==> config.mk <==
export PLATFORM = sky130hd
export DESIGN_NAME = ib_lut_update_loader
export DESIGN_NICKNAME = d
export VERILOG_FILES = /design/src/rtl/ib_lut_update_loader.sv
export SDC_FILE = /design/constraint.sdc
export NUM_CORES = 1
export LEC_CHECK = 0
export CAP_MARGIN = 20
export CORE_UTILIZATION = 40
export CTS_CLUSTER_DIAMETER = 40
export DETAILED_ROUTE_END_ITERATION = 10
export HOLD_SLACK_MARGIN = 0.02
export PLACE_DENSITY = 0.68
export SLEW_MARGIN = 20
export SYNTH_ARGS = -nofsm -noshare
export SYNTH_HDL_FRONTEND = slang
export SYNTH_SLANG_ARGS = --single-unit
==> constraint.sdc <==
create_clock -name write_clk -period 3.5 [get_ports write_clk]
set_input_delay 0.35 -clock write_clk [delete_from_list [all_inputs] [get_ports write_clk]]
set_output_delay 0.35 -clock write_clk [all_outputs]
set_load 0.05 [all_outputs]
==> src/rtl/ib_lut_update_loader.sv <==
// ib_lut_update_loader
// Streams one iteration's IB LUT contents into the CNU function RAMs f0..f3.
// Each accepted source word becomes one registered RAM write one cycle later:
// shared page address {frame, page}, write word, and a one-hot function
// write enable. Pages advance first, then functions.
// Optional build macro IB_LOADER_CHECKSUM_EN adds a modulo-256 sum of all
// accepted words, compared against chk_expect when the load completes.
module ib_lut_update_loader #(
  parameter int LUT_PORT_SIZE   = 2,
  parameter int BANK_NUM        = 2,
  parameter int ENTRY_ADDR      = 4,
  parameter int MULTI_FRAME_NUM = 2,
  parameter int CN_FUNC_NUM     = 4
) (
  input  logic                              write_clk,
  input  logic                              rstn,
  input  logic                              start,
  input  logic                              frame_sel,
  input  logic [LUT_PORT_SIZE*BANK_NUM-1:0] s_data,
  input  logic                              s_valid,
  output logic                              s_ready,
  output logic [ENTRY_ADDR-1:0]             page_addr_ram,
  output logic [LUT_PORT_SIZE*BANK_NUM-1:0] ram_write_data,
  output logic [CN_FUNC_NUM-1:0]            ib_ram_we,
  output logic                              busy,
`ifdef IB_LOADER_CHECKSUM_EN
  input  logic [7:0]                        chk_expect,
  output logic                              chk_err,
`endif
  output logic                              done
);

  localparam int DATA_W   = LUT_PORT_SIZE * BANK_NUM;
  localparam int PAGE_W   = ENTRY_ADDR - 1;
  localparam int PAGE_NUM = 2 ** PAGE_W;
  localparam int FRAME_W  = (MULTI_FRAME_NUM > 1) ? $clog2(MULTI_FRAME_NUM) : 1;
  localparam int FUNC_W   = (CN_FUNC_NUM > 1) ? $clog2(CN_FUNC_NUM) : 1;

  typedef enum logic [1:0] {
    ST_IDLE = 2'd0,
    ST_LOAD = 2'd1,
    ST_DONE = 2'd2
  } state_t;

  state_t                 r_state;
  state_t                 w_state_next;
  logic                   w_start_acc;
  logic                   w_accept;
  logic                   w_ready;
  logic                   w_page_last;
  logic                   w_func_last;
  logic [FRAME_W-1:0]     r_frame;
  logic [PAGE_W-1:0]      r_page_cnt;
  logic [FUNC_W-1:0]      r_func_cnt;
  logic [ENTRY_ADDR-1:0]  r_page_addr;
  logic [DATA_W-1:0]      r_wdata;
  logic [CN_FUNC_NUM-1:0] r_we;
  logic [CN_FUNC_NUM-1:0] w_we_onehot;
  logic                   r_busy;
  logic                   r_done;

  assign w_page_last = (r_page_cnt == PAGE_W'(PAGE_NUM - 1));
  assign w_func_last = (r_func_cnt == FUNC_W'(CN_FUNC_NUM - 1));
  assign w_we_onehot = {{(CN_FUNC_NUM-1){1'b0}}, 1'b1} << r_func_cnt;

  // State register.
  always_ff @(posedge write_clk or negedge rstn) begin
    if (!rstn) r_state <= ST_IDLE;
    else       r_state <= w_state_next;
  end

  // Next-state logic plus handshake decode; only LOAD accepts words.
  always_comb begin
    w_state_next = r_state;
    w_start_acc  = 1'b0;
    w_accept     = 1'b0;
    w_ready      = 1'b0;
    case (r_state)
      ST_IDLE: begin
        if (start) begin
          w_start_acc  = 1'b1;
          w_state_next = ST_LOAD;
        end
      end
      ST_LOAD: begin
        w_ready  = 1'b1;
        w_accept = s_valid;
        if (s_valid && w_page_last && w_func_last) w_state_next = ST_DONE;
      end
      ST_DONE: w_state_next = ST_IDLE;
      default: w_state_next = ST_IDLE;
    endcase
  end

  // Frame latch and page/function counters; pages wrap before functions step.
  always_ff @(posedge write_clk or negedge rstn) begin
    if (!rstn) begin
      r_frame    <= '0;
      r_page_cnt <= '0;
      r_func_cnt <= '0;
    end else if (w_start_acc) begin
      r_frame    <= FRAME_W'(frame_sel);
      r_page_cnt <= '0;
      r_func_cnt <= '0;
    end else if (w_accept) begin
      r_page_cnt <= r_page_cnt + 1'b1;
      if (w_page_last) r_func_cnt <= r_func_cnt + 1'b1;
    end
  end

  // Write port: enable pulses for exactly one cycle per accepted word.
  always_ff @(posedge write_clk or negedge rstn) begin
    if (!rstn) begin
      r_page_addr <= '0;
      r_wdata     <= '0;
      r_we        <= '0;
    end else begin
      r_we <= w_accept ? w_we_onehot : '0;
      if (w_accept) begin
        r_page_addr <= {r_frame, r_page_cnt};
        r_wdata     <= s_data;
      end
    end
  end

  // Status flags: busy spans start..DONE, done pulses the cycle after DONE.
  always_ff @(posedge write_clk or negedge rstn) begin
    if (!rstn) begin
      r_busy <= 1'b0;
      r_done <= 1'b0;
    end else begin
      r_done <= (r_state == ST_DONE);
      if (w_start_acc)                r_busy <= 1'b1;
      else if (r_state == ST_DONE)    r_busy <= 1'b0;
    end
  end

`ifdef IB_LOADER_CHECKSUM_EN
  logic [7:0] r_sum;
  logic [7:0] r_chk_expect;
  logic       r_chk_err;

  // Running checksum; verdict is taken in DONE and held until the next start.
  always_ff @(posedge write_clk or negedge rstn) begin
    if (!rstn) begin
      r_sum        <= '0;
      r_chk_expect <= '0;
      r_chk_err    <= 1'b0;
    end else if (w_start_acc) begin
      r_sum        <= '0;
      r_chk_expect <= chk_expect;
      r_chk_err    <= 1'b0;
    end else begin
      if (w_accept)             r_sum     <= r_sum + 8'(s_data);
      if (r_state == ST_DONE)   r_chk_err <= (r_sum != r_chk_expect);
    end
  end

  assign chk_err = r_chk_err;
`endif

  assign s_ready        = w_ready;
  assign page_addr_ram  = r_page_addr;
  assign ram_write_data = r_wdata;
  assign ib_ram_we      = r_we;
  assign busy           = r_busy;
  assign done           = r_done;

endmodule
After elaboration in Yosys (flattened, before gate mapping)
Cells that the tools add are included.
{"block": "word_totals", "ff_bits": 22, "latch_bits": 0, "ram_bits": 0, "romBits": 0, "input_bits": 9, "out_inout_bits": 15, "wordCells": 41, "memories": 0}
{"block": "op_classes", "addsub": 2, "multipliers": 0, "n_div": 0, "order_cmp": 0, "eq_ne": 6, "shift": 1, "muxes": 15, "n_bitwise": 0, "reduce_logical": 8}
{"op": "two-way mux 2 bit", "n": 5}
{"op": "two-way mux 1 bit", "n": 6}
{"op": "two-way mux 3 bit", "n": 2}
{"op": "nonzero test 2 bit", "n": 3}
{"op": "equality test 2 bit, second input constant", "n": 2}
{"op": "two-way mux 4 bit", "n": 1}
{"op": "inequality test 2 bit, second input constant", "n": 2}
{"op": "one-hot mux 2 bit (2 select lines)", "n": 1}
{"op": "AND reduction 2 bit", "n": 2}
{"op": "<< shifter 1 x 2 -> 4 bit, first input constant", "n": 1}
{"op": "adder 3 x 1 -> 3 bit, second input constant", "n": 1}
{"op": "equality test 3 bit, second input constant", "n": 1}
{"op": "adder 2 x 1 -> 2 bit, second input constant", "n": 1}
{"op": "equality test 2 x 1 -> 1 bit, second input constant", "n": 1}
{"op": "logical AND 1 bit", "n": 2}
{"op": "zero test 2 bit", "n": 1}

Depth between registers and ports, before layout
Gate-level depths: netlist of run 1.
{"block": "depth", "depth_word": 5, "ltp_mapped": 5, "depth_no_buf": 5}

Least setup slack after synthesis of run 1
Ideal clock, no wire load.
{"block": "synth_timing", "path_type": "register to register", "start": "register r_page_cnt[0]", "end": "register r_func_cnt[0]", "setup_time_ps": 133, "arrival_ps": 1065, "required_ps": 3367, "setup_slack_ps": 2302, "stages_incl_launch_ff": 6, "path_buffers": 0, "synth_period_minus_slack_ps": 1198, "cell_sequence": "dfrtp_1 ha_1 ha_1 nand4b_1 xnor2_1 nor2_1"}
{"block": "synth_via", "elab_chain_cells": 3}
{"element": "start: declaration", "line": "53", "source": "logic [PAGE_W-1:0] r_page_cnt;"}
{"element": "start signal: assignment", "line": "106", "source": "r_page_cnt <= r_page_cnt + 1'b1;"}
{"element": "equality test 3 bit", "line": "62", "source": "assign w_page_last = (r_page_cnt == PAGE_W'(PAGE_NUM - 1));"}
{"element": "nonzero test 2 bit (no source line)"}
{"element": "AND reduction 2 bit (no source line)"}
{"element": "end signal: assignment", "line": "107", "source": "if (w_page_last) r_func_cnt <= r_func_cnt + 1'b1;"}
{"element": "end: declaration", "line": "54", "source": "logic [FUNC_W-1:0] r_func_cnt;"}
Every way passes these cells.
A chain may end at the register's enable or synchronous reset.

Worst setup path after layout of run 1
{"block": "layout_timing", "start": "register r_state[1]", "end": "output s_ready"}
{"block": "layout_via", "elab_chain_cells": 2}
{"element": "start: declaration", "line": "45", "source": "state_t r_state;"}
{"element": "start signal: assignment", "line": "69", "source": "else r_state <= w_state_next;"}
{"element": "equality test 2 x 1 -> 1 bit", "line": "78", "source": "case (r_state)"}
{"element": "two-way mux 1 bit", "line": "78"}
{"element": "end: declaration", "line": "21", "source": "output logic s_ready,"}
Every way passes these cells.

==> results by group, run 1 <==
Route
  • Detailed Route Iter0 Violations: 4
  • Wire length per cell: 11.28 um
  • Vias: 661
  • Via-to-Cell Ratio: 4.825
  • Antenna viol nets, final: 0
  • Post-route DRC: 0
  • Drt pass-1 iters: 4
  • Final wirelength: 1545 um

Synthesis
  • Ys Warns: 0
  • Sequential share of the synthesized area: 59.78%
  • Mapped Avg Cell Area: 10.96 um2
  • Flip-flop and latch count after synthesis: 22
  • Syn_nets: 99
  • Synthesized instance count: 84
  • Post-synthesis cell area: 920.9 um2
  • Distinct cell type count after synthesis: 22

Pwr
  • Switching Power: 0.0003973 W
  • Leak: 0.5837 nW
  • Logic gate share of total power: 47.0%
  • Total Power: 0.0009274 W
  • Register share of total power: 41.4%
  • Clock share of power: 11.6%
  • Switch share: 42.84%
  • Design internal power: 0.0005301 W
  • Peak VDD IR: 0.0003692 V
  • PwrDens: 776.2 nW/um2

Timing
  • Final setup fails: 0
  • Fin crit share: 61.56%
  • Max Clock Skew: 0.0008130 ns
  • Fmax: 464.2 MHz
  • Slew Viols, Final: 0
  • Setup TNS: 0 ns
  • Final min period: 2.154 ns
  • Slew headroom: 65.77%
  • Hold Vio Cnt, Final: 0
  • RSZ-0062 raised after global routing: false
  • Slew of the pin with the lowest slew margin: 0.5134 ns

Clocking
  • Postcts setup bufs: 0
  • Clk root buf: clkbuf_4
  • Clk sinks: 22
  • Cts repair resizes: 0
  • Num CTS Buffers: 3
  • Htree depth: 1
  • Clock-pin slew on the worst setup and hold paths: 0.10 ns
  • CTS tree: done
  • Hold buffers post-CTS: 0
  • Max Root-Sink Buffers: 2
  • Insertion delay of the later-clocked pin in the worst-skew pair: 0.30 ns

Worst setup path
  • CP endpoint kind: output port
  • Required @ worst endpoint: 3.15 ns
  • Crit path DAT: 1.80 ns
  • Max FO, Critical Path: 6
  • Kind of critical path: register to output port
  • Startpoint Class: register

Finish
  • Final core occ: 54.54%
  • Commonest non-fill, non-tap cells in the layout: nand2_1 (25), dfrtp_1 (22), clkdlybuf4s50_1 (22)
  • Final instance area: 1195 um2
  • Area growth syn-to-layout: 29.76%
  • N_diodes: 0
  • FILL cells: 198
  • Commonest non-fill, non-tap cell in the layout: nand2_1
  • Nets: 126
  • Cell Count, Final, Fillers Out: 137
  • Layout cell share with drive strength beyond 1: 5.505%

Flow run
  • Max-Cap Viols: 0

Die
  • Row cnt: 17
  • CORE AREA: 2191 um2
  • IO Pins: 24
  • Starting density of the core: 42.03%
  • Die width: 49.98 um
  • Die ar.: 2498 um2
  • Die Ht: 49.98 um

Global routing
  • Largest net degree at the start of global routing: 23
  • Initial antenna violation count: 0
  • Gr usage total: 15.10%
  • Global route overflow: 0
  • First-pass GRT wire length: 2739 um
  • Vias in the first global route: 629

Status
  • Outcome: finished, final reports clean

Min path
  • Worst Hold Class: register to register

Placed design
  • HPWL Detailed: 1118 um
  • Placed cell count: 133
  • Gpl congestion: 0.7413
  • IO Port Bufs: 23
  • Placement Cell Area: 1167 um2
-- metal layers --
| layer | track usage (%) | routed length [um] | vias to the layer above | share of wire [%] |
|---|---|---|---|---|
| met3 | 3.086 | 94 | 5 | 6.1 |
| met1 | 18.45 | 711 | 314 | 46 |
| met5 | 0 | 0 | - | 0 |
| met4 | 10.00 | 40 | 0 | 2.6 |
| met2 | 23.78 | 699 | 22 | 45 |
| li1 | - | - | 320 | - |
-- stage by stage --
stage / worst slack [ns] / hold slack, ns
6_report: 1.346 / 0.4784
3_5_place_dp: 1.652 / 0.4588
4_1_cts: 1.336 / 0.4869
2_1_floorplan: 2.302 / 0.05441
5_1_grt: 1.266 / 0.5223
3_3_place_gp: 1.691 / 0.4566
-- final timing paths --
path                                        start                            to  slack, ns  cells after the start
max reg2reg                r_state[1]$_DFFE_PN0P_     r_page_cnt[2]$_DFFE_PN0P_       2.06                      3
min in group asynchronous                    rstn  page_addr_ram[3]$_DFFE_PN0P_       0.53                      2
min reg2reg                   r_frame$_DFFE_PN0P_  page_addr_ram[3]$_DFFE_PN0P_       0.48                      2
min                           r_frame$_DFFE_PN0P_  page_addr_ram[3]$_DFFE_PN0P_       0.48                      2
max                        r_state[1]$_DFFE_PN0P_                       s_ready       1.35                      3
max in group asynchronous                    rstn        r_state[1]$_DFFE_PN0P_       2.65                      2
-- registers in the layout, summed over array words and instances, names as in the netlist --
name / flops
r_frame: 1
busy: 1
page_addr_ram: 4
done: 1
r_state: 2
ram_write_data: 4
r_func_cnt: 2
ib_ram_we: 4
r_page_cnt: 3
-- cell families (layout without fill, tap and decap cells) --
| logic type | Yosys count | count (layout) | share of synthesized area (%) |
|---|---|---|---|
| AOI/OAI and AO/OA | 5 | 5 | 3.805 |
| xor gates and xnor gates | 2 | 2 | 1.903 |
| buffers and inverters | 6 | 31 | 3.668 |
| DFF | 22 | 22 | 59.78 |
| muxes | 1 | 1 | 1.223 |
| adders and majority gates | 6 | 6 | 8.152 |
| and+or+nand+nor | 42 | 42 | 21.47 |
-- worst max-delay path, stage by stage, from the launching register on --
cell             delay [ns]
dfrtp_1                0.44
nand2b_1               0.19
inv_2                  0.08
clkdlybuf4s50_1        0.80
-- layout make-up --
type	instances	area, um2	share of cell area [%]
Clock buffer	3	22.52	1.885
Sequential cell	22	550.5	46.07
Inverter	4	15.01	1.257
Tap cell	28	35.03	2.932
Multi-Input combinational cell	56	336.6	28.17
Timing Repair Buffer	24	235.2	19.69
-- power by group through the flow --
stage          registers (W)  clock network, W  logic (W)
4_1_cts             0.000385          0.000115   0.000441
3_3_place_gp        0.000387                 0   0.000432
6_report            0.000384          0.000108   0.000436
3_5_place_dp        0.000390                 0   0.000440
2_1_floorplan       0.000540                 0   0.000152
5_1_grt             0.000394          0.000125   0.000475
-- Yosys cell counts (all sizes together) --
cell type / number / area [um2]
nand2: 25 / 93.84
dfrtp: 22 / 550.5
ha: 6 / 75.07
nor2: 5 / 18.77
inv: 4 / 15.01
and2: 3 / 18.77
a21oi: 2 / 10.01
a22o: 2 / 17.52
buf: 2 / 18.77
nand3: 2 / 10.01
xnor2: 2 / 17.52
a21o: 1 / 7.510
and3: 1 / 6.260
and3b: 1 / 8.760
mux2: 1 / 11.26
nand2b: 1 / 6.260
nand3b: 1 / 7.510
nand4b: 1 / 8.760
nor2b: 1 / 6.260
nor3b: 1 / 12.51
(Power assumes the default switching activity.)
==> run 2: changes to the inputs <==
Settings changed: PLACE_DENSITY 0.68 to 0.7.
Clock period 3.5 ns to 1.8 ns, I/O delays scaled along.
==> run 2 against run 1 <==
  * Power rose by 100%
  * Clock power is 150% higher
  * Worst hold slack worse by 0.27 ns
  * Sequential power up 94%
==> results by group, run 2 (synthesized netlist as in run 1, its figures left out) <==
Status
  • Outcome: finished, final reports clean

Finish
  • Area growth syn-to-layout: 32.88%
  • N_diodes: 0
  • Commonest non-fill, non-tap cells in the layout: nand2_1 (25), dfrtp_1 (22), clkdlybuf4s50_1 (22)
  • Layout cell share with drive strength beyond 1: 8.929%
  • Nets: 128
  • Commonest non-fill, non-tap cell in the layout: nand2_1

Worst setup path
  • Required @ worst endpoint: 1.62 ns
  • Worst-path cell chain: clkdlybuf4s50_1
  • Max FO, Critical Path: 2
  • Startpoint Class: register
  • Crit path DAT: 1.48 ns
  • Reg2reg end: r_func_cnt[0]$_DFFE_PN0P_
  • Max incr delay on CP: 0.80 ns
  • Crit path max-delay cell type: clkdlybuf4s50_1
  • WP buf/inv: 1
  • CP endpoint kind: output port
  • Slack of the worst reg-to-reg path: 0.51 ns
  • Top delay family on crit path: buffers and inverters
  • R2R depth: 5
  • RR Startpoint: r_page_cnt[0]$_DFFE_PN0P_
  • Kind of critical path: register to output port

Pwr
  • Leak: 0.6016 nW
  • Peak VDD IR: 0.0007119 V
  • PwrDens: 1526 nW/um2

Global routing
  • Initial antenna violation count: 0
  • GRT busiest layer: met2
  • GR Util met2: 23.56%
  • Met3 usage: 3.704%
  • Largest net degree at the start of global routing: 23
  • First-pass GRT wire length: 2697 um
  • Gr usage total: 14.30%
  • Met1 Resource Use GR: 17.59%
  • Global route overflow: 0
  • Vias in the first global route: 639

Route
  • Antenna viol nets, final: 0
  • Detailed Route Iter0 Violations: 2
  • Via-to-Cell Ratio: 4.600
  • Vias: 644
  • Final wirelength: 1522 um
  • Drt pass-1 iters: 4
  • Wire length per cell: 10.87 um
  • Post-route DRC: 0

Clocking
  • Insertion delay of the later-clocked pin in the worst-skew pair: 0.30 ns
  • Postcts setup bufs: 0
  • CTS tree: done
  • Htree depth: 1
  • Hold buffers post-CTS: 0
  • Clock-pin slew on the worst setup and hold paths: 0.12 ns
  • Max Root-Sink Buffers: 2
  • Num CTS Buffers: 3
  • Clk sinks: 22
  • Clk root buf: clkbuf_4
  • Cts repair resizes: 0

Placed design
  • IO Port Bufs: 23
  • Gpl congestion: 0.7203
  • HPWL Detailed: 1155 um
  • Place WS: 0.2958 ns

Die
  • Row cnt: 17
  • Starting density of the core: 42.03%
  • Die width: 49.98 um
  • CORE AREA: 2191 um2
  • Die Ht: 49.98 um
  • Die ar.: 2498 um2
  • IO Pins: 24

Timing
  • Max Clock Skew: 0.007616 ns
  • Hold Vio Cnt, Final: 0
  • Setup ws final: 0.1409 ns
  • Slew headroom: 66.30%
  • Setup TNS: 0 ns
  • Fin crit share: 92.17%
  • Fmax: 602.7 MHz
  • Slew of the pin with the lowest slew margin: 0.5039 ns
  • Slew Viols, Final: 0
  • Final min period: 1.659 ns
  • Final setup fails: 0
  • Worst hold slack: 0.2119 ns
  • RSZ-0062 raised after global routing: false

Flow run
  • Max-Cap Viols: 0

Min path
  • Worst Hold Class: primary input to asynchronous set/reset pin
-- run 2: cell type report --
class / count / area [um2]
clock buffer: 4 / 36.28
fill: 216 / 967.2
inverter: 4 / 15.01
multi-input combinational: 56 / 336.6
sequential: 22 / 550.5
tap: 28 / 35.03
timing repair buffer: 26 / 250.2
-- run 2: per-stage QoR --
| step | utilization (%) | total power (W) | area (um2) | cells |
|---|---|---|---|---|
| floorplan | - | 0.001344 | 920.9 | 84 |
| global placement | 54.20 | 0.001605 | 1187 | 136 |
| detailed placement | 54.20 | 0.001625 | 1187 | 136 |
| CTS | 55.85 | 0.001893 | 1224 | 140 |
| global route | 55.85 | 0.001991 | 1224 | 140 |
| finish | 55.85 | 0.001867 | 1224 | 140 |
-- run 2: power by group --
part / internal, W / total, W / switching [W]
combinational: 0.000315 / 0.000857 / 0.000542
clock: 0.000123 / 0.000265 / 0.000141
sequential: 0.000646 / 0.000746 / 0.000100
total: 0.00108 / 0.00187 / 0.000783
-- run 2: how the worst max path moves through the flow --
stage / start / endpoint / slack [ns] / cells past startpoint
after global routing: ram_write_data[2]$_DFFE_PN0P_ / ram_write_data[2] / 0.09 / 1
after global placement: s_valid / r_page_cnt[2]$_DFFE_PN0P_ / 0.33 / 4
after detailed placement: s_valid / r_page_cnt[2]$_DFFE_PN0P_ / 0.30 / 4
final: ram_write_data[2]$_DFFE_PN0P_ / ram_write_data[2] / 0.14 / 1
after CTS: ram_write_data[2]$_DFFE_PN0P_ / ram_write_data[2] / 0.12 / 1
after floorplan: r_page_cnt[0]$_DFFE_PN0P_ / r_func_cnt[0]$_DFFE_PN0P_ / 0.60 / 5
-- run 2: metal layers --
layer,routed length (um),up-vias
li1,-,323
met1,667,299
met2,741,20
met3,96,2
met4,17,0
met5,0,-
==> run 3: changes to the inputs <==
Settings changed: TNS_END_PERCENT set to 10.
==> results of run 3 <==
The final DEF is identical to that of run 2; final timing and power are the same.
